==> src/rtl/ets_strobe_gen.sv <==
// Equivalent-time-sampling strobe generator: frames of cfg_period cycles with per-channel strobes whose delay
// advances by cfg_step each frame. All outputs are registered; frame 0 starts 2 cycles after start; there is no backpressure.
module ets_strobe_gen #(
    parameter int CNT_W   = 16,
    parameter int NCH     = 2,
    parameter int CH_SKEW = 0,
    parameter int IDX_W   = 10
) (
    input  logic             clk_400M,
    input  logic             rst_n,
    input  logic             start,
    input  logic             stop,
    input  logic [CNT_W-1:0] cfg_period,
    input  logic [CNT_W-1:0] cfg_step,
    input  logic [IDX_W-1:0] cfg_steps,
    input  logic [CNT_W-1:0] cfg_pulse_w,
    input  logic             cfg_continuous,
    output logic [NCH-1:0]   samp_strobe,
    output logic             frame_clk,
    output logic             frame_start,
    output logic [IDX_W-1:0] step_idx,
    output logic             sweep_done,
    output logic             busy,
    output logic             cfg_err
);

    localparam int XW = CNT_W + 32;

    typedef enum logic [1:0] {S_IDLE, S_ARM, S_SWEEP, S_DONE} state_t;

    state_t           state_q, state_d;
    logic [CNT_W-1:0] fcnt_q, fcnt_d;
    logic [IDX_W-1:0] idx_q, idx_d;
    logic [CNT_W-1:0] acc_q, acc_d;
    logic             ovf_q, ovf_d;
    logic [CNT_W-1:0] per_q, per_d;
    logic [CNT_W-1:0] step_q, step_d;
    logic [IDX_W-1:0] steps_q, steps_d;
    logic [CNT_W-1:0] pw_q, pw_d;
    logic             cont_q, cont_d;
    logic             err_q, err_d;

    logic [NCH-1:0]   strobe_q, strobe_d;
    logic             frame_clk_q, frame_clk_d;
    logic             frame_start_q, frame_start_d;
    logic [IDX_W-1:0] step_idx_q, step_idx_d;
    logic             sweep_done_q, sweep_done_d;
    logic             busy_q, busy_d;

    logic             cfg_ok;
    logic [CNT_W:0]   acc_sum;
    logic             in_sweep_n;
    logic [CNT_W-1:0] pw_eff;
    logic [NCH-1:0]   hit;

    assign cfg_ok     = (cfg_period >= CNT_W'(2)) && (cfg_steps != '0);
    assign acc_sum    = {1'b0, acc_q} + {1'b0, step_q};
    assign in_sweep_n = (state_d == S_SWEEP);
    assign pw_eff     = (pw_q == '0) ? CNT_W'(1) : pw_q;

    always_ff @(posedge clk_400M or negedge rst_n) begin
        if (!rst_n) begin
            state_q       <= S_IDLE;
            fcnt_q        <= '0;
            idx_q         <= '0;
            acc_q         <= '0;
            ovf_q         <= 1'b0;
            per_q         <= '0;
            step_q        <= '0;
            steps_q       <= '0;
            pw_q          <= '0;
            cont_q        <= 1'b0;
            err_q         <= 1'b0;
            strobe_q      <= '0;
            frame_clk_q   <= 1'b0;
            frame_start_q <= 1'b0;
            step_idx_q    <= '0;
            sweep_done_q  <= 1'b0;
            busy_q        <= 1'b0;
        end else begin
            state_q       <= state_d;
            fcnt_q        <= fcnt_d;
            idx_q         <= idx_d;
            acc_q         <= acc_d;
            ovf_q         <= ovf_d;
            per_q         <= per_d;
            step_q        <= step_d;
            steps_q       <= steps_d;
            pw_q          <= pw_d;
            cont_q        <= cont_d;
            err_q         <= err_d;
            strobe_q      <= strobe_d;
            frame_clk_q   <= frame_clk_d;
            frame_start_q <= frame_start_d;
            step_idx_q    <= step_idx_d;
            sweep_done_q  <= sweep_done_d;
            busy_q        <= busy_d;
        end
    end

    always_comb begin
        state_d = state_q;
        fcnt_d  = fcnt_q;
        idx_d   = idx_q;
        acc_d   = acc_q;
        ovf_d   = ovf_q;
        per_d   = per_q;
        step_d  = step_q;
        steps_d = steps_q;
        pw_d    = pw_q;
        cont_d  = cont_q;
        err_d   = err_q;
        unique case (state_q)
            S_IDLE, S_DONE: begin
                if (stop) begin
                    state_d = S_IDLE;
                end else if (start) begin
                    if (cfg_ok) begin
                        state_d = S_ARM;
                        per_d   = cfg_period;
                        step_d  = cfg_step;
                        steps_d = cfg_steps;
                        pw_d    = cfg_pulse_w;
                        cont_d  = cfg_continuous;
                        err_d   = 1'b0;
                    end else begin
                        err_d   = 1'b1;
                    end
                end
            end
            S_ARM: begin
                if (stop) begin
                    state_d = S_IDLE;
                end else begin
                    state_d = S_SWEEP;
                    fcnt_d  = '0;
                    idx_d   = '0;
                    acc_d   = '0;
                    ovf_d   = 1'b0;
                end
            end
            S_SWEEP: begin
                if (stop) begin
                    state_d = S_IDLE;
                end else if (fcnt_q == per_q - CNT_W'(1)) begin
                    fcnt_d = '0;
                    if (idx_q == steps_q - IDX_W'(1)) begin
                        if (cont_q) begin
                            idx_d = '0;
                            acc_d = '0;
                            ovf_d = 1'b0;
                        end else begin
                            state_d = S_DONE;
                        end
                    end else begin
                        idx_d = idx_q + IDX_W'(1);
                        acc_d = acc_sum[CNT_W-1:0];
                        // Once the delay wraps it stays invalid for the rest of the sweep.
                        ovf_d = ovf_q | acc_sum[CNT_W];
                    end
                end else begin
                    fcnt_d = fcnt_q + CNT_W'(1);
                end
            end
            default: state_d = S_IDLE;
        endcase
    end

    for (genvar c = 0; c < NCH; c++) begin : g_ch
        localparam logic [XW-1:0] SKEW = XW'(c * CH_SKEW);
        logic [XW-1:0] dc;
        logic [XW-1:0] rel;
        assign dc     = XW'(acc_d) + SKEW;
        assign rel    = XW'(fcnt_d) - dc;
        // The fcnt range itself truncates a strobe at the frame end.
        assign hit[c] = !ovf_d && (dc < XW'(per_q)) && (XW'(fcnt_d) >= dc) && (rel < XW'(pw_eff));
    end

    always_comb begin
        strobe_d      = in_sweep_n ? hit : '0;
        frame_start_d = in_sweep_n && (fcnt_d == '0);
        frame_clk_d   = in_sweep_n && (fcnt_d < (per_q >> 1));
        step_idx_d    = in_sweep_n ? idx_d : '0;
        sweep_done_d  = in_sweep_n && (fcnt_d == per_q - CNT_W'(1)) &&
                        (idx_d == steps_q - IDX_W'(1));
        busy_d        = (state_d == S_ARM) || in_sweep_n;
    end

    assign samp_strobe = strobe_q;
    assign frame_clk   = frame_clk_q;
    assign frame_start = frame_start_q;
    assign step_idx    = step_idx_q;
    assign sweep_done  = sweep_done_q;
    assign busy        = busy_q;
    assign cfg_err     = err_q;

endmodule
==> config.mk <==
export PLATFORM = sky130hd
export DESIGN_NAME = ets_strobe_gen
export DESIGN_NICKNAME = d
export VERILOG_FILES = /design/src/rtl/ets_strobe_gen.sv
export SDC_FILE = /design/constraint.sdc
export NUM_CORES = 1
export LEC_CHECK = 0
export ABC_AREA = 1
export BUFFER_PORTS_ARGS = -buffer_cell sky130_fd_sc_hd__buf_2
export CORE_MARGIN = 2
export CORE_UTILIZATION = 25
export CTS_CLUSTER_SIZE = 16
export DETAILED_ROUTE_END_ITERATION = 10
export SLEW_MARGIN = 15
export SYNTH_ARGS = -nofsm -noshare
export SYNTH_HDL_FRONTEND = slang
export SYNTH_SLANG_ARGS = --single-unit
==> constraint.sdc <==
create_clock -name clk_400M -period 5.5 [get_ports clk_400M]
set_clock_uncertainty 0.2 [all_clocks]
set_input_delay 0.825 -clock clk_400M [delete_from_list [all_inputs] [get_ports clk_400M]]
set_output_delay 0.825 -clock clk_400M [all_outputs]
set_load 0.02 [all_outputs]
==> results of run 1 <==
-- per-layer routing --
layer	wire (um)	vias up	track usage, %	share of wire [%]
met1	15900	4601	22.7	46
met5	8	-	0	0.023
met3	2300	47	3.95	6.6
met4	913	2	5.87	2.6
met2	15500	311	26.6	45
li1	-	4876	-	-
-- layout make-up --
type	instances	area (um2)	share of cell area, %
inverter	160	602	4.94
clock inverter	15	153	1.25
multi-input combinational	1069	6400	52.6
clock buffer	17	425	3.49
sequential	120	3010	24.7
timing repair buffer	147	933	7.67
tap	518	648	5.32
-- where the power goes --
part           internal [mW]  leakage [nW]  switching, mW
Clock                  0.666         0.272          0.467
Combinational          0.929          4.15           1.85
Sequential              1.13          1.57          0.254
-- cell families after synthesis --
| group | after synthesis | share of synthesized area [%] |
|---|---|---|
| and+or+nand+nor | 707 | 32.9 |
| AOI/OAI and AO/OA | 221 | 13.0 |
| buffers and inverters | 192 | 7.77 |
| DFF | 120 | 30.6 |
| adders and majority gates | 84 | 10.9 |
| xor gates and xnor gates | 55 | 4.91 |
-- layout by cell type (no fill, tap or decap), types with 40 or more instances in the layout --
cell type,instances
nand2_1,363
inv_1,144
dfrtp_1,116
nand3_1,105
nor2_1,91
buf_2,78
ha_1,72
o21ai_0,69
buf_4,67
a21oi_1,56
xor2_1,40
-- path summary, 6_finish.rpt --
| kind | slack, ns | from | to |
|---|---|---|---|
| setup / recovery | 0.36 | steps_q[1] | samp_strobe[0] |
| hold / removal | 0.27 | rst_n | frame_clk |
| setup reg to reg | 0.36 | steps_q[1] | samp_strobe[0] |
| hold reg to reg | 0.27 | step_q[5] | step_q[5] |
| max in group asynchronous | 3.84 | rst_n | pw_q[6] |
| min in group clk_400M | 0.27 | step_q[5] | step_q[5] |
-- timing repair --
item	in CTS	in global routing
buffers inserted	0	16
resized for setup	1	91
setup endpoints to repair	1	1
gates cloned	0	2
pin swaps	0	28
-- critical path, delay by kind of cell (launching register included) --
family	cells	cell delay, ns
compound gates	6	1.03
simple gates	21	2.38
buf+inv	1	0.11
fa+ha+maj	3	0.80
flops	1	0.39
xor+xnor	1	0.16
-- state kept, by name, indices dropped and copies added (netlist names), 2 cells and up --
signal,flops
pw_q,16
idx_q,10
state_q,2
fcnt_q,16
step_q,16
acc_q,16
step_idx,10
steps_q,10
per_q,16
==> results.json, run 1 <==
{
  "tns_ns": 0,
  "worstMarginPinSlew_ns": 0.951,
  "min_period_over_period_pct": 93.4,
  "min_period_ns": 5.14,
  "synth_fp_nets": 1526,
  "dp.cells": 1996,
  "drv_slew": 0,
  "total_power_mw": 5.30,
  "fmax_mhz": 195,
  "cts_buffers": 17,
  "clock-root-buffer": "clkbuf_16",
  "leakage_nw": 5.99,
  "antenna_cells": 0,
  "synth_ff_type": "dfrtp_1",
  "grt_usage_pct": 16.9,
  "insertion_delay_ns": 0.44,
  "vias": 9837,
  "drtPass1Iterations": 8,
  "synth_top_area_share_pct": 30.6,
  "synthTopCellsByCount": "371 x nand2_1, 148 x inv_1, 120 x dfrtp_1",
  "endpoint_kind": "flip-flop",
  "critPathMaxStageDelay_ns": 0.47,
  "cp_max_fo": 6,
  "core_area_um2": 38700,
  "htree_levels": 4,
  "synth_cell_types": 57,
  "holdCritPathClass": "in -> async",
  "synthArstFlopShare_pct": 100,
  "syn_area_um2": 9820,
  "drc": 0,
  "outcome": "completed",
  "clock_path_buffers": 2,
  "wire_per_inst_um": 16.9,
  "ys.warnings.count": 0,
  "overflow": 0,
  "whs_ns": 0.268,
  "synth_seq_cells": 120,
  "antenna_left": 0,
  "hold_violations": 0,
  "synth.area.top_cells": "dfrtp_1 31%, nand2_1 14%, ha_1 10%",
  "die_x_um": 202,
  "relSlewSlack_pct": 36.6,
  "viasPerCell": 4.81,
  "drive_above_1_share_pct": 21.6,
  "dp_hpwl_um": 27600,
  "cpMaxStageDelayCell": "or4_4",
  "yosysTopAreaCell": "dfrtp_1",
  "clock-sinks": 120,
  "syn2layout_area_growth_pct": 24.0,
  "cap_violations": 0,
  "fin_nets": 1662,
  "syn_inst": 1379,
  "start_util_pct": 25.3,
  "gp_congestion": 0.962,
  "drt_iter0_drc": 759,
  "synth_most_common_cell": "nand2_1",
  "io_pins": 80,
  "critPathLaunchType": "flip-flop",
  "arrival_ns": 5.31,
  "avgSynthCellArea_um2": 7.12,
  "ys_seq_area_share_pct": 30.6,
  "worstRegToRegCells": 32,
  "crit_top_cell": "nand2_1",
  "grt_pass1_vias": 9370,
  "cp_data_required_time_ns": 5.67,
  "setup_viol": 0,
  "place_area_um2": 11100,
  "cts_hold_buf": 0,
  "synth_edf_count": 0,
  "setup_ws_ns": 0.364,
  "design.die.area_um2": 40900,
  "fp.dieH_um": 202,
  "utilization_pct": 31.4,
  "stdcell_count": 2046,
  "antenna_found_initial": 1,
  "vdd_drop_max_mv": 0.259,
  "path_clk_slew_ns": 0.06,
  "power.density_nw_per_um2": 436,
  "routed_wl_um": 34600,
  "grt_pass1_wl_um": 53400,
  "numPortBuffers": 79,
  "design_area_um2": 12200,
  "std_cell_rows": 72,
  "n_fill_cell": 4183,
  "dp_slack_ns": -0.0151,
  "critical_path_class": "reg -> reg",
  "cts_tree": "done",
  "grt_max_degree": 103
}
Note: power is estimated with default switching activity, not from simulation.
==> inputs of run 2 (changes only) <==
- CORE_MARGIN: 2 -> 10
==> results.json, run 2 (synthesis gave the netlist of run 1 again) <==
{
  "outcome": "completed",
  "htree_levels": 4,
  "antenna_found_initial": 3,
  "start_util_pct": 25.3,
  "cp_data_required_time_ns": 5.67,
  "antenna_left": 0,
  "wire_per_inst_um": 17.4,
  "min_period_over_period_pct": 94.8,
  "drt_iter0_drc": 829,
  "cts_buffers": 17,
  "gp_congestion": 0.977,
  "grt_pass1_wl_um": 54300,
  "drc": 0,
  "dp.cells": 1996,
  "setup_viol": 0,
  "io_pins": 80,
  "clock-sinks": 120,
  "worstRegToRegCells": 32,
  "vdd_drop_max_mv": 0.228,
  "relSlewSlack_pct": 36.7,
  "syn2layout_area_growth_pct": 25.7,
  "clock-root-buffer": "clkbuf_16",
  "insertion_delay_ns": 0.45,
  "cap_violations": 0,
  "arrival_ns": 5.38,
  "die_x_um": 218,
  "n_fill_cell": 4185,
  "power.density_nw_per_um2": 448,
  "worstMarginPinSlew_ns": 0.950,
  "routed_wl_um": 35700,
  "drive_above_1_share_pct": 22.7,
  "fmax_mhz": 192,
  "design.die.area_um2": 47600,
  "grt_usage_pct": 14.6,
  "drtPass1Iterations": 5,
  "r2r-start": "per_q[1]",
  "drv_slew": 0,
  "grt_pass1_vias": 9541,
  "layout_common_cells": "359 x nand2_1, 145 x inv_1, 112 x dfrtp_1, 101 x nand3_1, 85 x nor2_1",
  "dp_hpwl_um": 28000,
  "cts_tree": "done",
  "core_area_um2": 38700,
  "place_area_um2": 11100,
  "critPathMaxStageDelay_ns": 0.44,
  "critPathLaunch": "per_q[1]",
  "whs_ns": 0.144,
  "leakage_nw": 6.03,
  "critPathLaunchType": "flip-flop",
  "endpoint_kind": "flip-flop",
  "grt_max_degree": 103,
  "viasPerCell": 4.91,
  "layout_commonest_cell": "nand2_1",
  "total_power_mw": 5.53,
  "cp_max_fo": 13,
  "numPortBuffers": 79,
  "hold_violations": 0,
  "critical_path_class": "reg -> reg",
  "clock_path_buffers": 2,
  "path_clk_slew_ns": 0.06,
  "min_period_ns": 5.21,
  "fp.dieH_um": 218,
  "fin_nets": 1660,
  "holdCritPathClass": "in -> async",
  "cpMaxStageDelayCell": "ha_1",
  "tns_ns": 0,
  "crit_top_cell": "nand2_1",
  "design_area_um2": 12300,
  "vias": 10000,
  "std_cell_rows": 72,
  "overflow": 0,
  "stdcell_count": 2046
}
[run 2: final timing paths]
kind | slack, ns | endpoint
worst min-delay path | 0.14 | state_q[1]
max in group asynchronous | 3.78 | step_q[15]
worst min register to register | 0.28 | step_q[7]
worst max register to register | 0.29 | samp_strobe[0]
worst max-delay path | 0.29 | samp_strobe[0]
min in group clk_400M | 0.28 | step_q[7]
[run 2: repair_timing]
item | in CTS | in global routing
gates resized for setup | 1 | 118
gates cloned | 0 | 1
endpoints found under the setup margin | 1 | 1
hold endpoints to repair | 0 | 0
pin swaps | 0 | 24
buffers inserted | 0 | 15
hold buffers | 0 | 0
[run 2: through the flow]
step	setup slack [ns]	util, %
finish	0.289	31.9
global route	-0.0653	31.8
CTS	0.0194	30.3
detailed placement	-0.0179	28.7
global placement	-0.0297	28.7
floorplan	0.461	-
[run 2: power by group]
part,switching [mW],total [mW],internal (mW),leakage [nW]
clock,0.462,1.26,0.801,0.307
combinational,1.91,2.88,0.965,4.16
sequential,0.254,1.39,1.14,1.57
[run 2: cell type report]
class                   instances  area (um2)  share of cell area [%]
multi-input cells            1068        6530                    52.9
clock inverters                13         203                    1.64
clock buffers                  19         433                    3.51
repair buffers                146         905                    7.33
diodes                          2        5.00                  0.0406
flip-flops and latches        120        3010                    24.4
well taps                     518         648                    5.25
inverters                     160         602                    4.88
[run 2: layer usage]
layer  vias up  track usage, %  wire length, um  share of wire [%]
li1       4871               -                -                  -
met3        54            3.26             2330                6.5
met2       345            22.9            16000                 45
met1      4766            19.4            16300                 46
met4         2            5.16             1060                3.0
met5         -               0               13              0.036
[run 2: worst max-delay path, delay by kind of cell (launching register included)]
family	cells	cell delay, ns
AND/OR/NAND/NOR	19	2.01
AO/OA/AOI/OAI	5	0.91
adder cells (fa/ha/maj)	3	0.91
buffers and inverters	4	0.45
flip-flops	1	0.41
XOR/XNOR	1	0.22
==> inputs of run 3 (changes only) <==
- ABC_AREA: 1 -> not set
==> results.json, run 3 <==
{
  "outcome": "finished with violations",
  "violations": "setup timing",
  "power.density_nw_per_um2": 289,
  "cts_buffers": 17,
  "grt_usage_pct": 14.1,
  "internal_power_mw": 2.51,
  "io_pins": 80,
  "leakage_nw": 6.40,
  "n_fill_cell": 3737,
  "yosysTopAreaCell": "dfrtp_1",
  "cp-endpoint": "samp_strobe[0]",
  "critPathLaunch": "per_q[2]",
  "viasPerCell": 4.84,
  "min_period_ns": 7.07,
  "antenna_left": 0,
  "worstMarginPinSlew_ns": 0.866,
  "fin_nets": 1490,
  "layout_commonest_cell": "buf_4",
  "routed_wl_um": 31600,
  "synth_top_family_by_area": "simple AND/OR/NAND/NOR gates",
  "synth_fa_ha_area_share_pct": 11.6,
  "relSlewSlack_pct": 42.3,
  "drt_iter0_drc": 539,
  "clock-sinks": 120,
  "fmax_mhz": 142,
  "vdd_drop_max_mv": 0.186,
  "synth_top_area_share_pct": 32.0,
  "cp_data_required_time_ns": 5.63,
  "layout_common_cells": "284 x buf_4, 118 x dfrtp_1, 78 x buf_2, 77 x ha_1, 69 x inv_1",
  "dp_slack_ns": -1.67,
  "hold_violations": 0,
  "cap_violations": 0,
  "fp.dieH_um": 214,
  "reg2reg_to": "samp_strobe[0]",
  "syn2layout_area_growth_pct": 39.9,
  "tns_ns": -1.57,
  "setup_viol": 1,
  "synth.area.top_cells": "dfrtp_1 32%, ha_1 11%, mux2_2 7.4%",
  "path_clk_slew_ns": 0.06,
  "gp_congestion": 0.937,
  "worstRegToRegCells": 28,
  "synth_compound_area_share_pct": 16.2,
  "clock_path_buffers": 2,
  "rsz0062_at_grt": "true",
  "synth_edf_count": 0,
  "cp_max_fo": 6,
  "start_util_pct": 25.5,
  "cpMaxStageDelayCell": "or4_4",
  "synthSimpleGateAreaFrac_pct": 18.4,
  "synth_most_common_cell": "dfrtp_1",
  "synth-xor-area-share_pct": 9.07,
  "vias": 8835,
  "avgSynthCellArea_um2": 9.42,
  "insertion_delay_ns": 0.44,
  "design.die.area_um2": 45700,
  "power_frac_comb_pct": 39.3,
  "synthMuxAreaShare_pct": 7.88,
  "p_switching_mw": 1.28,
  "drv_slew": 0,
  "ys_seq_area_share_pct": 32.0,
  "clock-root-buffer": "clkbuf_16",
  "holdCritPathClass": "in -> async",
  "synth_cell_types": 82,
  "critical_path_class": "reg -> reg",
  "std_cell_rows": 70,
  "antenna_cells": 0,
  "ys.warnings.count": 0,
  "endpoint_kind": "flip-flop",
  "grt_pass1_vias": 9254,
  "synth_fp_nets": 1143,
  "drive_above_1_share_pct": 37.8,
  "rrSetupSlack_ns": -1.57,
  "synthArstFlopShare_pct": 100,
  "grt_max_degree": 60,
  "p_seq_share_pct": 29.9,
  "die_x_um": 214,
  "syn_area_um2": 9380,
  "htree_levels": 4,
  "numPortBuffers": 79,
  "cts_hold_buf": 0,
  "arrival_ns": 7.20,
  "min_period_over_period_pct": 128,
  "synthTopCellsByCount": "120 x dfrtp_1, 82 x ha_1, 73 x inv_1",
  "synth_seq_cells": 120,
  "critPathLaunchType": "flip-flop",
  "wire_per_inst_um": 17.4,
  "antenna_found_initial": 0,
  "swShare_pct": 33.7,
  "grt_pass1_wl_um": 50100,
  "overflow": 0,
  "drc": 0,
  "core_area_um2": 36800,
  "critPathMaxStageDelay_ns": 0.60,
  "cts_tree": "done",
  "drtPass1Iterations": 6,
  "r2r-start": "per_q[2]",
  "power_frac_clock_pct": 30.7,
  "setup_ws_ns": -1.57,
  "synth_ff_type": "dfrtp_1",
  "syn_inst": 996,
  "dp_hpwl_um": 25800
}
==> run 3: cell types whose count changed after synthesis, moves of 48 or more <==
cell,previous run,this run
inv_1,148,73
nor2_1,104,45
nand2_1,371,56
mux2_2,0,62
nand3_1,107,19
xnor2_1,14,62
==> run 3: cell families after synthesis <==
| family | Yosys count |
|---|---|
| AO/OA/AOI/OAI | 219 |
| XOR/XNOR | 90 |
| adder cells (fa/ha/maj) | 86 |
| buffers and inverters | 111 |
| flip-flops | 120 |
| multiplexers | 66 |
| AND/OR/NAND/NOR | 304 |
==> run 3: worst min-delay path by stage <==
stage / startpoint / to / slack (ns) / cells past startpoint
4_1_cts: rst_n / step_idx[8] / 0.31 / 1
6_report: rst_n / step_idx[5] / 0.29 / 1
2_1_floorplan: pw_q[0] / pw_q[0] / 0.28 / 1
3_5_place_dp: pw_q[0] / pw_q[0] / 0.31 / 1
5_1_grt: rst_n / step_idx[5] / 0.34 / 1
3_3_place_gp: pw_q[0] / pw_q[0] / 0.30 / 1
==> run 3: repair_timing <==
action / CTS / global route
hold endpoints to repair: 0 / 0
buffers inserted: 8 / 8
pin swaps: 19 / 23
endpoints found under the setup margin: 1 / 3
resized for setup: 11 / 15
==> run 3: metal layers <==
layer	global-route usage, %	part of all wire (%)	vias to the layer above
li1	-	-	4322
met1	17.2	44	4230
met2	23.7	49	233
met3	2.79	5.0	50
met4	5.62	2.9	0
met5	0	0	-
==> run 3: area by class of cell <==
class	count	area [um2]	area share (%)
tap	468	586	4.46
sequential	120	3010	22.9
timing repair buffer	365	2560	19.5
multi-input combinational	765	6090	46.5
clock buffer	24	472	3.60
inverter	74	278	2.12
clock inverter	8	120	0.916
==> run 3: power by group through the flow <==
stage / logic, mW / clock network (mW) / registers, mW
CTS: 1.47 / 1.19 / 1.13
floorplan: 0.832 / 0 / 1.12
finish: 1.49 / 1.17 / 1.14
global placement: 1.41 / 0 / 1.14
global route: 1.63 / 1.23 / 1.15
detailed placement: 1.43 / 0 / 1.15
==> run 3: stage by stage <==
stage	instances	area, um2	hold slack (ns)	total power, mW	utilization [%]
floorplan	996	9470	0.281	1.95	-
global placement	1776	12300	0.296	2.55	33.4
detailed placement	1776	12300	0.307	2.58	33.4
CTS	1816	13000	0.306	3.79	35.4
global route	1824	13100	0.335	4.01	35.7
finish	1824	13100	0.292	3.79	35.7
==> run 3: critical path: cells and delay by family, from the launching register on <==
kind / cells / cell delay, ns
and+or+nand+nor: 12 / 3.22
AOI/OAI and AO/OA: 9 / 1.61
adders and majority gates: 4 / 1.12
DFF: 1 / 0.45
xor gates and xnor gates: 2 / 0.32
buffers and inverters: 1 / 0.06
